==> src/rtl/alu_pkg.sv <==
// Shared opcode constants, ALU control encodings and sequencer state type
// for the SIMD ALU control path.
package alu_pkg;

  localparam logic [2:0] OP_R    = 3'b000;
  localparam logic [2:0] OP_ADDI = 3'b100;
  localparam logic [2:0] OP_SUBI = 3'b101;
  localparam logic [2:0] OP_MULI = 3'b110;

  localparam logic [2:0] ALU_ADD = 3'b000;
  localparam logic [2:0] ALU_SUB = 3'b001;
  localparam logic [2:0] ALU_MUL = 3'b010;

  typedef enum logic [1:0] {
    ST_IDLE = 2'd0,
    ST_EXEC = 2'd1,
    ST_HOLD = 2'd2
  } state_t;

endpackage

==> src/rtl/alu_op_decode.sv <==
// Combinational instruction decode: opcode/funct/ALUOp to ALU control word,
// immediate select and multi-cycle flag.
module alu_op_decode
  import alu_pkg::*;
#(
  parameter int OPW = 3,
  parameter int CW  = 3
) (
  input  logic [OPW-1:0] opcode,
  input  logic [CW-1:0]  funct,
  input  logic           alu_op,
  output logic [CW-1:0]  control,
  output logic           sel,
  output logic           is_multi
);

  always_comb begin
    // NOTE: every output gets a default first so no path leaves it unassigned (no latch).
    control = CW'(ALU_ADD);
    sel     = 1'b0;
    if (alu_op) begin
      if (opcode == OPW'(OP_R)) begin
        control = funct;
      end else if (opcode == OPW'(OP_ADDI)) begin
        control = CW'(ALU_ADD);
        sel     = 1'b1;
      end else if (opcode == OPW'(OP_SUBI)) begin
        control = CW'(ALU_SUB);
        sel     = 1'b1;
      end else if (opcode == OPW'(OP_MULI)) begin
        control = CW'(ALU_MUL);
        sel     = 1'b1;
      end
    end
  end

  // An R-type funct of MUL is a multiply too, not just MULI.
  assign is_multi = (control == CW'(ALU_MUL));

endmodule

==> src/rtl/alu_ctrl_sequencer.sv <==
// ALU control sequencer: accepts decoded instructions, stretches multiplies
// over MUL_CYCLES and holds a registered control word until consumed.
module alu_ctrl_sequencer
  import alu_pkg::*;
#(
  parameter int LANES      = 4,
  parameter int OPW        = 3,
  parameter int CW         = 3,
  parameter int MUL_CYCLES = 3
) (
  input  logic             clk,
  input  logic             rst,
  input  logic             in_valid,
  output logic             in_ready,
  input  logic [OPW-1:0]   Opcode,
  input  logic [CW-1:0]    Funct,
  input  logic             ALUOp,
  input  logic [LANES-1:0] LaneMask,
  input  logic             flush,
  output logic             out_valid,
  input  logic             out_ready,
  output logic [CW-1:0]    ALUControl,
  output logic             ALUSel,
  output logic [LANES-1:0] LaneEn,
  output logic             busy
);

  localparam int CNT_W = ($clog2(MUL_CYCLES + 1) < 1) ? 1 : $clog2(MUL_CYCLES + 1);
  localparam logic [CNT_W-1:0] CNT_LOAD = CNT_W'(MUL_CYCLES - 1);

  state_t           state;
  logic [CNT_W-1:0] cnt;
  logic [CW-1:0]    dec_control;
  logic             dec_sel;
  logic             dec_multi;
  logic             accept;
  logic             bubble;

  alu_op_decode #(
    .OPW(OPW),
    .CW (CW)
  ) u_decode (
    .opcode  (Opcode),
    .funct   (Funct),
    .alu_op  (ALUOp),
    .control (dec_control),
    .sel     (dec_sel),
    .is_multi(dec_multi)
  );

  always_comb begin
    in_ready = 1'b0;
    case (state)
      ST_IDLE: in_ready = 1'b1;
      ST_HOLD: in_ready = out_ready;
      default: in_ready = 1'b0;
    endcase
    if (flush) in_ready = 1'b0;
  end

  assign accept = in_valid && in_ready;
  assign bubble = (LaneMask == '0);

  // NOTE: sequential state uses non-blocking assignments so every register samples pre-edge values.
  always_ff @(posedge clk or negedge rst) begin
    if (!rst) begin
      state      <= ST_IDLE;
      cnt        <= '0;
      out_valid  <= 1'b0;
      busy       <= 1'b0;
      ALUControl <= '0;
      ALUSel     <= 1'b0;
      LaneEn     <= '0;
    end else if (flush) begin
      state     <= ST_IDLE;
      cnt       <= '0;
      out_valid <= 1'b0;
      busy      <= 1'b0;
    end else begin
      case (state)
        ST_IDLE, ST_HOLD: begin
          if (accept && !bubble) begin
            ALUControl <= dec_control;
            ALUSel     <= dec_sel;
            LaneEn     <= LaneMask;
            if (dec_multi && (MUL_CYCLES > 1)) begin
              state     <= ST_EXEC;
              cnt       <= CNT_LOAD;
              out_valid <= 1'b0;
              busy      <= 1'b1;
            end else begin
              state     <= ST_HOLD;
              out_valid <= 1'b1;
              busy      <= 1'b0;
            end
          end else if (accept || (state == ST_HOLD && out_ready)) begin
            // Consumed word with no useful successor (or an all-lanes-off bubble).
            state     <= ST_IDLE;
            out_valid <= 1'b0;
            busy      <= 1'b0;
          end
        end
        ST_EXEC: begin
          if (cnt == CNT_W'(1)) begin
            state     <= ST_HOLD;
            cnt       <= '0;
            out_valid <= 1'b1;
            busy      <= 1'b0;
          end else begin
            cnt <= cnt - CNT_W'(1);
          end
        end
        default: begin
          state     <= ST_IDLE;
          cnt       <= '0;
          out_valid <= 1'b0;
          busy      <= 1'b0;
        end
      endcase
    end
  end

endmodule

==> config.mk <==
export PLATFORM = sky130hd
export DESIGN_NAME = alu_ctrl_sequencer
export DESIGN_NICKNAME = d
export VERILOG_FILES = /design/src/rtl/alu_pkg.sv /design/src/rtl/alu_op_decode.sv /design/src/rtl/alu_ctrl_sequencer.sv
export SDC_FILE = /design/constraint.sdc
export NUM_CORES = 1
export LEC_CHECK = 0
export ABC_CLOCK_PERIOD_IN_PS = 1900
export CAP_MARGIN = 25
export CORE_MARGIN = 2
export CORE_UTILIZATION = 42
export DETAILED_ROUTE_END_ITERATION = 6
export GPL_TIMING_DRIVEN = 1
export MAX_ROUTING_LAYER = met4
export PLACE_DENSITY = 0.78
export SETUP_SLACK_MARGIN = 0.02
export SYNTH_ARGS = -nofsm -noshare
export SYNTH_HDL_FRONTEND = slang
export SYNTH_HIERARCHICAL = 1
export SYNTH_SLANG_ARGS = --single-unit
==> constraint.sdc <==
create_clock -name clk -period 1.9 [get_ports clk]
set_input_delay 0.285 -clock clk [delete_from_list [all_inputs] [get_ports clk]]
set_output_delay 0.285 -clock clk [all_outputs]
set_load 0.005 [all_outputs]
Yosys cells after proc, flatten, opt, wreduce, memory -nomap -nowiden
Cells that the tools add are included.
- equality and inequality tests: 11
- mux-type cells: 34
- add/sub/neg operators: 1
- bitwise logic cells: 1
- reductions and logical operators: 12
- operators with widths (cell ; count):
    2-bit two-way mux ; 10
    1-bit two-way mux ; 15
    3-bit two-way mux ; 4
    3-bit equality test (second input constant) ; 3
    3-bit != test (second input constant) ; 3
    2-bit one-hot mux with 2 select lines ; 2
    1-bit one-hot mux with 2 select lines ; 3
    2-bit by 1-bit equality test with 1-bit output (second input constant) ; 2
    4-bit logical NOT ; 1
    4-bit != test (second input constant) ; 1
    2-bit AND reduction ; 2
    3-bit by 2-bit equality test with 1-bit output (second input constant) ; 1
    1-bit logical AND ; 3
    3-bit logical NOT ; 1
    3-bit AND reduction ; 1
    2-bit equality test (second input constant) ; 1
    2-bit logical NOT ; 1
    2-bit OR reduction ; 1
    2-bit by 1-bit subtractor with 2-bit output (second input constant) ; 1
    1-bit logical NOT ; 1
    1-bit logical OR ; 1
    1-bit NOT ; 1
- flip-flop bits (word level): 14
- word-level logic and storage cells: 66
- bits of input ports: 16

Logic depth before layout (Yosys ltp)
- depth after elaboration: 11
- gate-level depth with buffers: 5
- gate-level depth less buffers: 5

Cells and area by module
The synthesis kept the hierarchy.
- by module, submodules not included (module ; cells an instance ; seq. area each (µm²) ; area an instance (µm²) ; times used):
    alu_ctrl_sequencer ; 43 ; 300.3 ; 600.6 ; 1
    alu_op_decode ; 16 ; 0.0 ; 90.1 ; 1

Worst setup path before layout
OpenSTA, ideal clock, no wires.
- path kind: input to register
- start point: input port Opcode[2]
- end point: register state[1]
- data required time: 1.806 ns
- buffers on the path: 0
- stages on the path: 5
- slack: 0.423 ns
- arrival time: 1.383 ns
- setup time: 0.094 ns
- cells stage by stage: nor2_2 > o21ai_1 > o2111a_1 > or3_2 > a211oi_1
- word-level cells in the longest chain between the ends: 11
- elaborated cells between the ends (all ways): 14
- ends and longest elaborated chain (what ; RTL line ; text):
    start, declared ; alu_ctrl_sequencer.sv:15 ; input logic [OPW-1:0] Opcode,
    3-bit equality test ; alu_op_decode.sv:30 ; end else if (opcode == OPW'(OP_MULI)) begin
    2-bit two-way mux ; alu_op_decode.sv:30 ;
    3-bit two-way mux ; alu_op_decode.sv:27 ; end else if (opcode == OPW'(OP_SUBI)) begin
    3-bit two-way mux ; alu_op_decode.sv:24 ; end else if (opcode == OPW'(OP_ADDI)) begin
    3-bit two-way mux (*) ; alu_op_decode.sv:22 ; if (opcode == OPW'(OP_R)) begin
    3-bit two-way mux (*) ; alu_op_decode.sv:21 ; if (alu_op) begin
    3-bit by 2-bit equality test with 1-bit output (*) ; alu_op_decode.sv:38 ; assign is_multi = (control == CW'(ALU_MUL));
    named net dec_multi ; alu_ctrl_sequencer.sv:35 ; logic dec_multi;
    2-bit two-way mux (*) ; alu_ctrl_sequencer.sv:86 ; if (dec_multi && (MUL_CYCLES > 1)) begin
    2-bit two-way mux (*) ; alu_ctrl_sequencer.sv:82 ; if (accept && !bubble) begin
    2-bit one-hot mux with 2 select lines (*) ; alu_ctrl_sequencer.sv:80 ; case (state)
    2-bit two-way mux (*) ; alu_ctrl_sequencer.sv:74 ; end else if (flush) begin
    end signal, assigned ; alu_ctrl_sequencer.sv:75 ; state <= ST_IDLE;
    end signal, assigned ; alu_ctrl_sequencer.sv:87 ; state <= ST_EXEC;
    end signal, assigned ; alu_ctrl_sequencer.sv:92 ; state <= ST_HOLD;
    end, declared ; alu_ctrl_sequencer.sv:31 ; state_t state;
Mark *: on every way through the listed nets, which the timed path passes. The rest lies on a longest branch.
A chain may end at the register's enable or synchronous reset.

Worst setup path in the final report
- start point: input port flush
- end point: output port in_ready
- word-level cells in the longest chain between the ends: 1
- ends and longest elaborated chain (what ; RTL line ; text):
    start, declared ; alu_ctrl_sequencer.sv:19 ; input logic flush,
    1-bit two-way mux ; alu_ctrl_sequencer.sv:58 ; if (flush) in_ready = 1'b0;
    end, declared ; alu_ctrl_sequencer.sv:14 ; output logic in_ready,
Every way passes these cells.

==> metrics.log <==
[metrics] fraction of final layout cells with drive strength greater than 1: 29.8%
[metrics] Syn Area/Cell: 11.7 sq um
[metrics] critical path class: in -> out
[metrics] total wirelength of the detailed-routed design: roughly 1400 um
[metrics] capture point of the critical path: in_ready
[metrics] number of maximum-capacitance constraint violations: 0
[metrics] switching share of power: between 20% and 30%
[metrics] Crit Reg-Reg Startpoint: state[1]
[metrics] Iter 0 DRT Violations: 5
[metrics] TritonCTS clock tree: yes
[metrics] via count of the first global-routing pass: 602
[metrics] FP Rows: 14
[metrics] CTS root buffer: clkbuf_4
[metrics] number of I/O port buffers: 26
[metrics] core area: ~0.0015 sq mm
[metrics] TNS Setup: 0 ps
[metrics] reg-to-reg setup timing slack: 380 ps
[metrics] total standard cell area after synthesis: between 600 and 700 sq um
[metrics] synthesis-to-finish area growth: 51.1%
[metrics] pwr dens: about 610 mW/mm^2
[metrics] highest metal used: met4
[metrics] Fmax achieved: 563 MHz
[metrics] leakage dissipation: 0.454 nW
[metrics] nature of the critical path endpoint: primary output
[metrics] CP required: around 1600 ps
[metrics] number of nets in the final layout: between 100 and 150
[metrics] number of antenna-violating nets in the routed design: 0
[metrics] Period minus WS final: between 1500 and 2000 ps
[metrics] Netlist cell types: 29
[metrics] Horiz. Die Dim: between 40 and 50 um
[metrics] setup slack of the critical path after layout: roughly 120 ps
[metrics] top-level I/O count: 27
[metrics] die area: 0.00198 sq mm
[metrics] data arrival at the endpoint of the critical path: between 1000 and 1500 ps
[metrics] number of instances in the synthesized netlist: 59
[metrics] final weighted congestion of routability-driven global placement: a little under 0.8
[metrics] met1 WL: 584 um
[metrics] largest net degree at the start of global routing: 13
[metrics] total power draw: between 0.0006 and 0.0007 W
[metrics] register bit total from synthesis: 12
[metrics] worst min path class: in -> async
[metrics] H-tree levels: 1
[metrics] worst reg2reg path depth: 4
[metrics] top fanout value on the critical path: 4
[metrics] first-pass GRT wire length: between 2000 and 3000 um
[metrics] Yosys Warn Count: 6
[metrics] worst setup path start: flush
[metrics] Synth Net Count: between 70 and 80
[metrics] Worst-Margin Slew: ~540 ps
[metrics] peak supply drop: ~0.54 mV
[metrics] minimum hold slack: roughly 370 ps
[metrics] final hold violation count: 0
[metrics] DPL Wire Length: around 1200 um
[metrics] Chip Height: 44.6 um
[metrics] Final setup viols: 0
[metrics] R2R Path End: LaneEn[0]
[metrics] number of antenna cells inserted: 0
[metrics] CTS clk-pin slew, worst paths: about 70 ps
[metrics] Overall Global Routing Usage: between 10% and 20%
[metrics] Pins Over Slew Limit: 0
[metrics] TritonCTS buffer count: 3
[metrics] Final Skew: between 1 and 1.5 ps
[metrics] Internal Pwr Total: 0.000488 W
[metrics] Post-CTS Hold Buffers: 0
[metrics] outcome: finished, final reports clean
[metrics] antenna violations before repair: 0
[metrics] sequential area share after synthesis: between 40 and 50%
[metrics] met2 layer wire length in the routed design: ~800 um
[metrics] part of the power in combinational logic: 30.0%
[metrics] remaining design rule violation count: 0
[metrics] starting density of the core: about 45%
[metrics] register share of total power: between 40% and 50%
[metrics] source-to-sink clock delay at the later pin of the worst-skew pair: ~260 ps
[metrics] startpoint type of the worst setup path: input port
[metrics] Vias: between 500 and 600
[metrics] final non-filler cell area: roughly 0.0010 sq mm
[metrics] unrepaired setup endpoints after global routing: no
[metrics] post-CTS repair timing setup buffer count: 0
[metrics] amount of wire on met3 after detailed routing: between 50 and 60 um
[metrics] worst slack after detailed placement: -85.7 ps
[metrics] clock sinks: 12
[metrics] switching power: 0.000152 W
[metrics] maximum clock path buffer count: 2
[metrics] First-pass DRT Iterations: 4
[metrics] share of the clock period used by the worst path: between 90% and 100%
[metrics] clock network fraction of design power: ~23%
[metrics] per-cell routed wire length: roughly 13 um
[metrics] total grt overflow: 0
[metrics] post-detailed-route via-to-cell ratio: between 5 and 6
[metrics] Cell Area, Placed: 0.00101 sq mm
[metrics] worst slew slack as a fraction of its limit: between 60 and 70%
## state kept, by name, summed over array words and instances, names as in the netlist
register,count
LaneEn,4
ALUSel,1
state,1
ALUControl,3
busy,1
cnt,2
## kinds of logic (layout without fill, tap and decap cells)
kind of cell             count (synthesis)  count (layout)  synth area share [%]
AO/OA/AOI/OAI                           14              14                  15.8
adder cells (fa/ha/maj)                  1               1                  1.81
buffers and inverters                    5              40                  3.98
flip-flops                              12              12                  43.5
multiplexers                             8               8                  16.8
AND/OR/NAND/NOR                         19              19                  18.1
## through the flow
step,instances,util (%)
after floorplan,59,-
after global placement,107,66.6
after detailed placement,107,66.6
after CTS,110,68.1
after global routing,110,68.5
final,110,68.5
## power by group through the flow
stage / Combinational (W) / Sequential (W) / Clock (W)
6_report: 0.000192 / 0.000300 / 0.000148
5_1_grt: 0.000211 / 0.000304 / 0.000171
4_1_cts: 0.000194 / 0.000300 / 0.000157
3_5_place_dp: 0.000193 / 0.000305 / 0
3_3_place_gp: 0.000190 / 0.000303 / 0
2_1_floorplan: 0.0000738 / 0.000304 / 0
## routing by layer
layer	track usage, %	up-vias
met5	-	-
met4	5.45	0
met3	7.35	2
met2	30.7	12
met1	21.6	280
li1	-	286
## area by class of cell
class / count / area [sq um]
timing repair buffer: 34 / 320
tap: 16 / 20.0
inverter: 3 / 11.3
sequential: 12 / 302
clock buffer: 3 / 22.5
multi-input combinational: 42 / 368
fill: 119 / 480
## critical path, stage by stage
cell and delay [ps]:
clkdlybuf4s50_1 490, nor3_2 200, clkdlybuf4s50_1 520
## cells in the final DEF, fill, tap and decap left out, drive strengths merged
cell type,netlist,routed
o2111a,1,1
clkbuf,0,3
and3,1,1
nor2,3,3
mux2,8,8
o21ai,2,2
clkdlybuf4s50,0,26
inv,3,3
ha,1,1
nor3,1,1
nor4,2,2
nor2b,3,3
a21o,1,1
dfrtp,12,12
a211oi,3,3
nand2,5,5
o41ai,1,1
nor4b,1,1
or3,1,1
a22oi,1,1
a21oi,4,4
nand2b,2,2
o2bb2ai,1,1
buf,2,8
## what timing repair did
item,in CTS,in global routing
setup endpoints to repair,0,1
gates resized for setup,0,2
endpoints found under the hold margin,0,0
## how the worst min path moves through the flow
| stage | start | endpoint | slack, ps | cells after the start |
|---|---|---|---|---|
| floorplan | rst | ALUControl[0] | -10 | 0 |
| global placement | LaneEn[0] | LaneEn[0] | 490 | 1 |
| detailed placement | ALUControl[2] | ALUControl[2] | 490 | 1 |
| CTS | rst | LaneEn[0] | 380 | 1 |
| global route | rst | LaneEn[0] | 420 | 1 |
| finish | rst | LaneEn[0] | 370 | 1 |
## Yosys cell counts, drive strengths merged
master | number | area (sq um)
o41ai | 1 | 16.3
nor4 | 2 | 18.8
or3 | 1 | 7.51
mux2 | 8 | 116
a211oi | 3 | 27.5
o21ai | 2 | 10.0
nor2 | 3 | 13.8
nand2b | 2 | 20.0
and3 | 1 | 6.26
o2bb2ai | 1 | 8.76
buf | 2 | 16.3
a21oi | 4 | 20.0
o2111a | 1 | 11.3
nor4b | 1 | 8.76
a22oi | 1 | 7.51
a21o | 1 | 7.51
ha | 1 | 12.5
inv | 3 | 11.3
nor3 | 1 | 5.00
dfrtp | 12 | 300
nor2b | 3 | 26.3
nand2 | 5 | 18.8
(Power assumes the default switching activity.)
==> edit 1: new RTL, same settings <==
`CW` is set to 3 in 2 places; all go to 6.
--- a/src/rtl/alu_op_decode.sv
+++ b/src/rtl/alu_op_decode.sv
@@ -4,7 +4,7 @@
   import alu_pkg::*;
 #(
   parameter int OPW = 3,
-  parameter int CW  = 3
+  parameter int CW  = 6
 ) (
   input  logic [OPW-1:0] opcode,
   input  logic [CW-1:0]  funct,
--- a/src/rtl/alu_ctrl_sequencer.sv
+++ b/src/rtl/alu_ctrl_sequencer.sv
@@ -5,7 +5,7 @@
 #(
   parameter int LANES      = 4,
   parameter int OPW        = 3,
-  parameter int CW         = 3,
+  parameter int CW         = 6,
   parameter int MUL_CYCLES = 3
 ) (
   input  logic             clk,
Ports: changed (resized ALUControl and Funct); port bits go from 27 to 33. No check against the original RTL was run, so the function may have changed too.
==> edit 1 against the original RTL <==
Total power rose by 19%. Worst hold slack gained 0.030 ns. Sequential power grew 21%. Routed wire length grew 40%. Setup slack better by 0.057 ns. Cell count up 31%. Combinational power rose by 15%. Die area increased by 23%. Area after synthesis rose by 26%. Sequential cell count is 3 higher. Cell area grew 25%.
==> edit 1: results (changes against the original RTL) <==
Cells and area
  • Filler cell count: 164 (+38%)
  • Top flop regs: ALUControl: 6 flops, LaneEn: 4 flops, cnt: 2 flops
  • Share of cells above drive strength 1: 24.8% (-5.0 points)
  • Max reg flops: 6 (+2)
  • Multi-input logic area: 455 um^2 (+24%)
  • NumNets Final: 138 (+22%)

Yosys
  • Library cells used by synthesis: 29 (unchanged)
  • Top cells by count, synth: dfrtp_1, mux2_4, a21oi_1, nand2_1
  • Post-synthesis adder-cell area fraction: 1.44% (-0.37 points)
  • Post-synthesis mux area share: 17.3% (+0.47 points)
  • Synth warnings: 6 (unchanged)
  • Compound-cell area share of the yosys netlist: 14.3% (-1.5 points)
  • Synth Net Count: 93 (+22%)
  • Post-synthesis xor/xnor area fraction: 1.01% (+1.0 points)
  • Share of the yosys chip area belonging to registers: 43.3% (-0.19 points)
  • Mapped Cells: 73 (+24%)
  • Top cells by area, synth: dfrtp_1, mux2_4, mux2_1, a21oi_1, a211oi_1

Global routing
  • Tot GR Track Use: 19.4% (+0.44 points)
  • Global-route wire length before repair: 3440 um (+32%)
  • Largest net degree at the start of global routing: 16 (+3)
  • Vias in the first global route: 755 (+25%)
  • Met3 usage: 6.75% (-0.60 points)
  • Routing usage on met2: 35.4% (+4.6 points)
  • M1 GR Usage: 19.5% (-2.1 points)

Placed design
  • Dpl ws: -0.396 ns (-0.310 ns)
  • Post-DP HPWL: 1590 um (+34%)
  • Port bufs: 32 (+23%)
  • RD Place Congestion: 0.820 (+6.7%)
  • Placed cells: 137 (+28%)
  • Placed inst area: 1260 um^2 (+24%)

Power and ir drop
  • Maximum vdd drop: 0.398 mV (-26%)
  • Leakage: 0.000571 uW (+26%)
  • Sw Pwr: 195 uW (+28%)

Outcome
  • Status: finished, final reports clean

Worst setup path
  • CP top delay family: compound AO/OA/AOI/OAI gates
  • CP max stage delay: 0.49 ns (-0.03 ns)
  • Buf/Inv on CP: 1 (-1)
  • CP arrival: 1.92 ns (+0.43 ns)

Drt
  • WL per Instance: 14.0 um (+6.8%)
  • DR pass1 iterations: 3 (-1)
  • Vias per inst: 5.05 (-4.3%)
  • Detailed Route WL: 2010 um (+40%)

Clocking
  • Worst-path clk slew: 0.09 ns (+0.02 ns)
  • Worst-Skew Late Latency: 0.29 ns (+0.03 ns)

Timing
  • Setup Skew: 0.00829 ns (+0.00688 ns)
  • Slew HR: 54.7% (-9.0 points)
-- edit 1: cell types whose count changed in the layout (fill, tap and decap cells not counted), moves of 3 or more --
cell,delta
and2_1,+3
buf_4,+4
clkdlybuf4s50_1,+4
dfrtp_1,+4
mux2_1,+4
-- edit 1: area by class of cell --
class / instances / share of cell area (%)
multi-input combinational: 52 / 34.8
sequential: 15 / 28.7
timing repair buffer: 44 / 31.2
clock buffer: 3 / 1.72
inverter: 2 / 0.574
clock inverter: 1 / 0.383
tap: 27 / 2.58
-- edit 1: power by group through the flow --
stage                     Sequential, uW  Combinational, uW  Clock [uW]
after floorplan                      372               81.4           0
after CTS                            364                222         188
after global routing                 368                238         200
final                                364                221         179
after detailed placement             370                217           0
after global placement               370                212           0
-- edit 1: kinds of logic after synthesis --
| logic type | Yosys count |
|---|---|
| and+or+nand+nor | 24 |
| AOI/OAI and AO/OA | 15 |
| DFF | 15 |
| muxes | 11 |
| buffers and inverters | 6 |
| xor gates and xnor gates | 1 |
| adders and majority gates | 1 |
-- edit 1: final timing paths --
kind / start / to / slack [ns] / cells past startpoint
setup / recovery: Opcode[2] / out_valid / 0.18 / 6
hold / removal: rst / LaneEn[3] / 0.40 / 1
setup reg to reg: state[0] / ALUControl[4] / 0.53 / 3
hold reg to reg: LaneEn[3] / LaneEn[3] / 0.49 / 1
max in group asynchronous: rst / cnt[0] / 1.06 / 1
min in group clk: LaneEn[3] / LaneEn[3] / 0.49 / 1
-- edit 1: metal layers --
layer	part of all wire [%]	vias up
li1	-	352
met1	39	353
met2	55	18
met3	4.5	4
met4	1.5	0
met5	0	-
-- edit 1: timing repair --
item | 4_1_cts | 5_1_grt
gates resized for setup | 2 | 0
endpoints found under the setup margin | 12 | 0
hold buffers | 0 | 0
buffers inserted | 3 | 0
hold endpoints to repair | 0 | 0
==> edit 2: new RTL, config.mk and constraints unchanged <==
Without the edit above. Make the reset (`rst`) synchronous in one clocked block.
--- a/src/rtl/alu_ctrl_sequencer.sv
+++ b/src/rtl/alu_ctrl_sequencer.sv
@@ -62,7 +62,7 @@
   assign bubble = (LaneMask == '0);
 
   // NOTE: sequential state uses non-blocking assignments so every register samples pre-edge values.
-  always_ff @(posedge clk or negedge rst) begin
+  always_ff @(posedge clk) begin
     if (!rst) begin
       state      <= ST_IDLE;
       cnt        <= '0;
Formal check against the unedited RTL: differs if rst is asserted again (counterexample within 4 cycles, from zero or initial values and one cycle with rst low); with rst held inactive, the same outputs for 10 cycles.
==> edit 2 against the original RTL <==
Die area is 4.4% higher. Critical path depth up 3. Combinational power shrank 39%. Clock power up 11%. Sequential cell count is 1 higher. Clock skew about the same. Total power shrank 12%. Setup slack worse by 0.0023 ns. Register-to-register slack better by 0.02 ns. Area after synthesis increased by 4.9%. Cell area grew 4.9%. Non-clock buffer count up 1. Routed wire length grew 9.9%. Critical path type is now in2reg. Highest routed layer is now met3.
==> edit 2: results (changes against the original RTL) <==
Cells and area
  • NumNets Final: 138 (+22%)
  • Filler cell count: 141 (+18%)
  • Share of cells above drive strength 1: 18.3% (-11 points)

Timing
  • Slew HR: 64.9% (+1.2 points)
  • Setup Skew: 0.00174 ns (+0.000332 ns)

Drt
  • Vias per inst: 5.11 (-3.1%)
  • Detailed Route WL: 1580 um (+9.9%)
  • Initial DRC count: 4 (-1)

Worst setup path
  • R2r startpoint: out_valid
  • FF-to-FF setup slack: 0.40 ns (+0.02 ns)
  • Worst R2R End: LaneEn[0]
  • Slowest-stage cell, CP: or4b_4
  • CP max stage delay: 0.50 ns (-0.02 ns)
  • CP top delay family: simple AND/OR/NAND/NOR gates

Power and ir drop
  • Power Clock: 164 uW (+11%)
  • Leakage: 0.000434 uW (-4.5%)
  • Flop pwr share: 50.2% (+3.3 points)
  • Maximum vdd drop: 0.494 mV (-8.6%)
  • Sw Pwr: 132 uW (-13%)

Yosys
  • Share of the yosys chip area belonging to registers: 35.9% (-7.6 points)
  • Post-synthesis adder-cell area fraction: 1.73% (-0.084 points)
  • Post-synth top flop: dfxtp_1
  • Synth Cell Area: 724 um^2 (+4.9%)
  • Compound-cell area share of the yosys netlist: 14.0% (-1.8 points)
  • Synth Net Count: 101 (+33%)
  • Top cells by area, synth: dfxtp_1, mux2i_1, nand2_1, nand2b_1, a21oi_1
  • Top cells by count, synth: nand2_1, dfxtp_1, mux2i_1, nand2b_1, a21oi_1
  • Post-synthesis mux area share: 11.1% (-5.8 points)

Outcome
  • Status: finished, final reports clean

Placed design
  • RD Place Congestion: 0.871 (+13%)

Global routing
  • Tot GR Track Use: 18.9% (-0.087 points)
  • Largest net degree at the start of global routing: 17 (+4)
  • Vias in the first global route: 659 (+9.5%)

Clocking
  • CTS Buf Count: 3 (unchanged)

Min path
  • Hold WC Path Type: in2reg
edit 2: changes by cell type after synthesis, moves of 2 or more:
cell	change
dfrtp_1	-12
dfxtp_1	+13
mux2_4	-7
mux2i_1	+8
nand2_1	+16
nand2b_1	+4
clkbuf_1	+2
edit 2: cells by family after synthesis:
family                     count (synthesis)
and+or+nand+nor                           44
AOI/OAI and AO/OA                         13
DFF                                       13
muxes                                      8
buffers and inverters                      5
adders and majority gates                  1
edit 2: per-stage QoR:
stage | setup slack [ns] | cells | hold WS [ns] | cell area (um^2)
6_report | 0.120 | 137 | 0.439 | 1090
5_1_grt | 0.0302 | 137 | 0.462 | 1090
4_1_cts | 0.0483 | 137 | 0.458 | 1090
3_5_place_dp | -0.157 | 133 | 0.448 | 1060
3_3_place_gp | -0.126 | 133 | 0.442 | 1060
2_1_floorplan | 0.395 | 84 | 0.427 | 724
edit 2: how the worst max path moves through the flow:
| stage | start | endpoint | slack, ns | cells after the start |
|---|---|---|---|---|
| floorplan | Opcode[1] | cnt[1] | 0.39 | 5 |
| global placement | Opcode[1] | cnt[1] | -0.13 | 6 |
| detailed placement | Opcode[1] | cnt[1] | -0.16 | 6 |
| CTS | flush | in_ready | 0.05 | 4 |
| global route | Opcode[1] | cnt[1] | 0.03 | 6 |
| finish | Opcode[1] | cnt[1] | 0.12 | 6 |
edit 2: metal layers:
metal / GRT usage, % / wire [um]
met5: - / 0
met3: 9.13 / 108
met4: 5.29 / 0
met1: 19.9 / 690
met2: 31.3 / 779
edit 2: area by class of cell:
cell class                      instances  area [um^2]  area share, %
Multi-Input combinational cell         66          447           40.8
Timing Repair Buffer                   35          333           30.4
Sequential cell                        13          260           23.8
Clock buffer                            4         26.3           2.40
Tap cell                               17         21.3           1.94
Inverter                                2         7.51          0.686
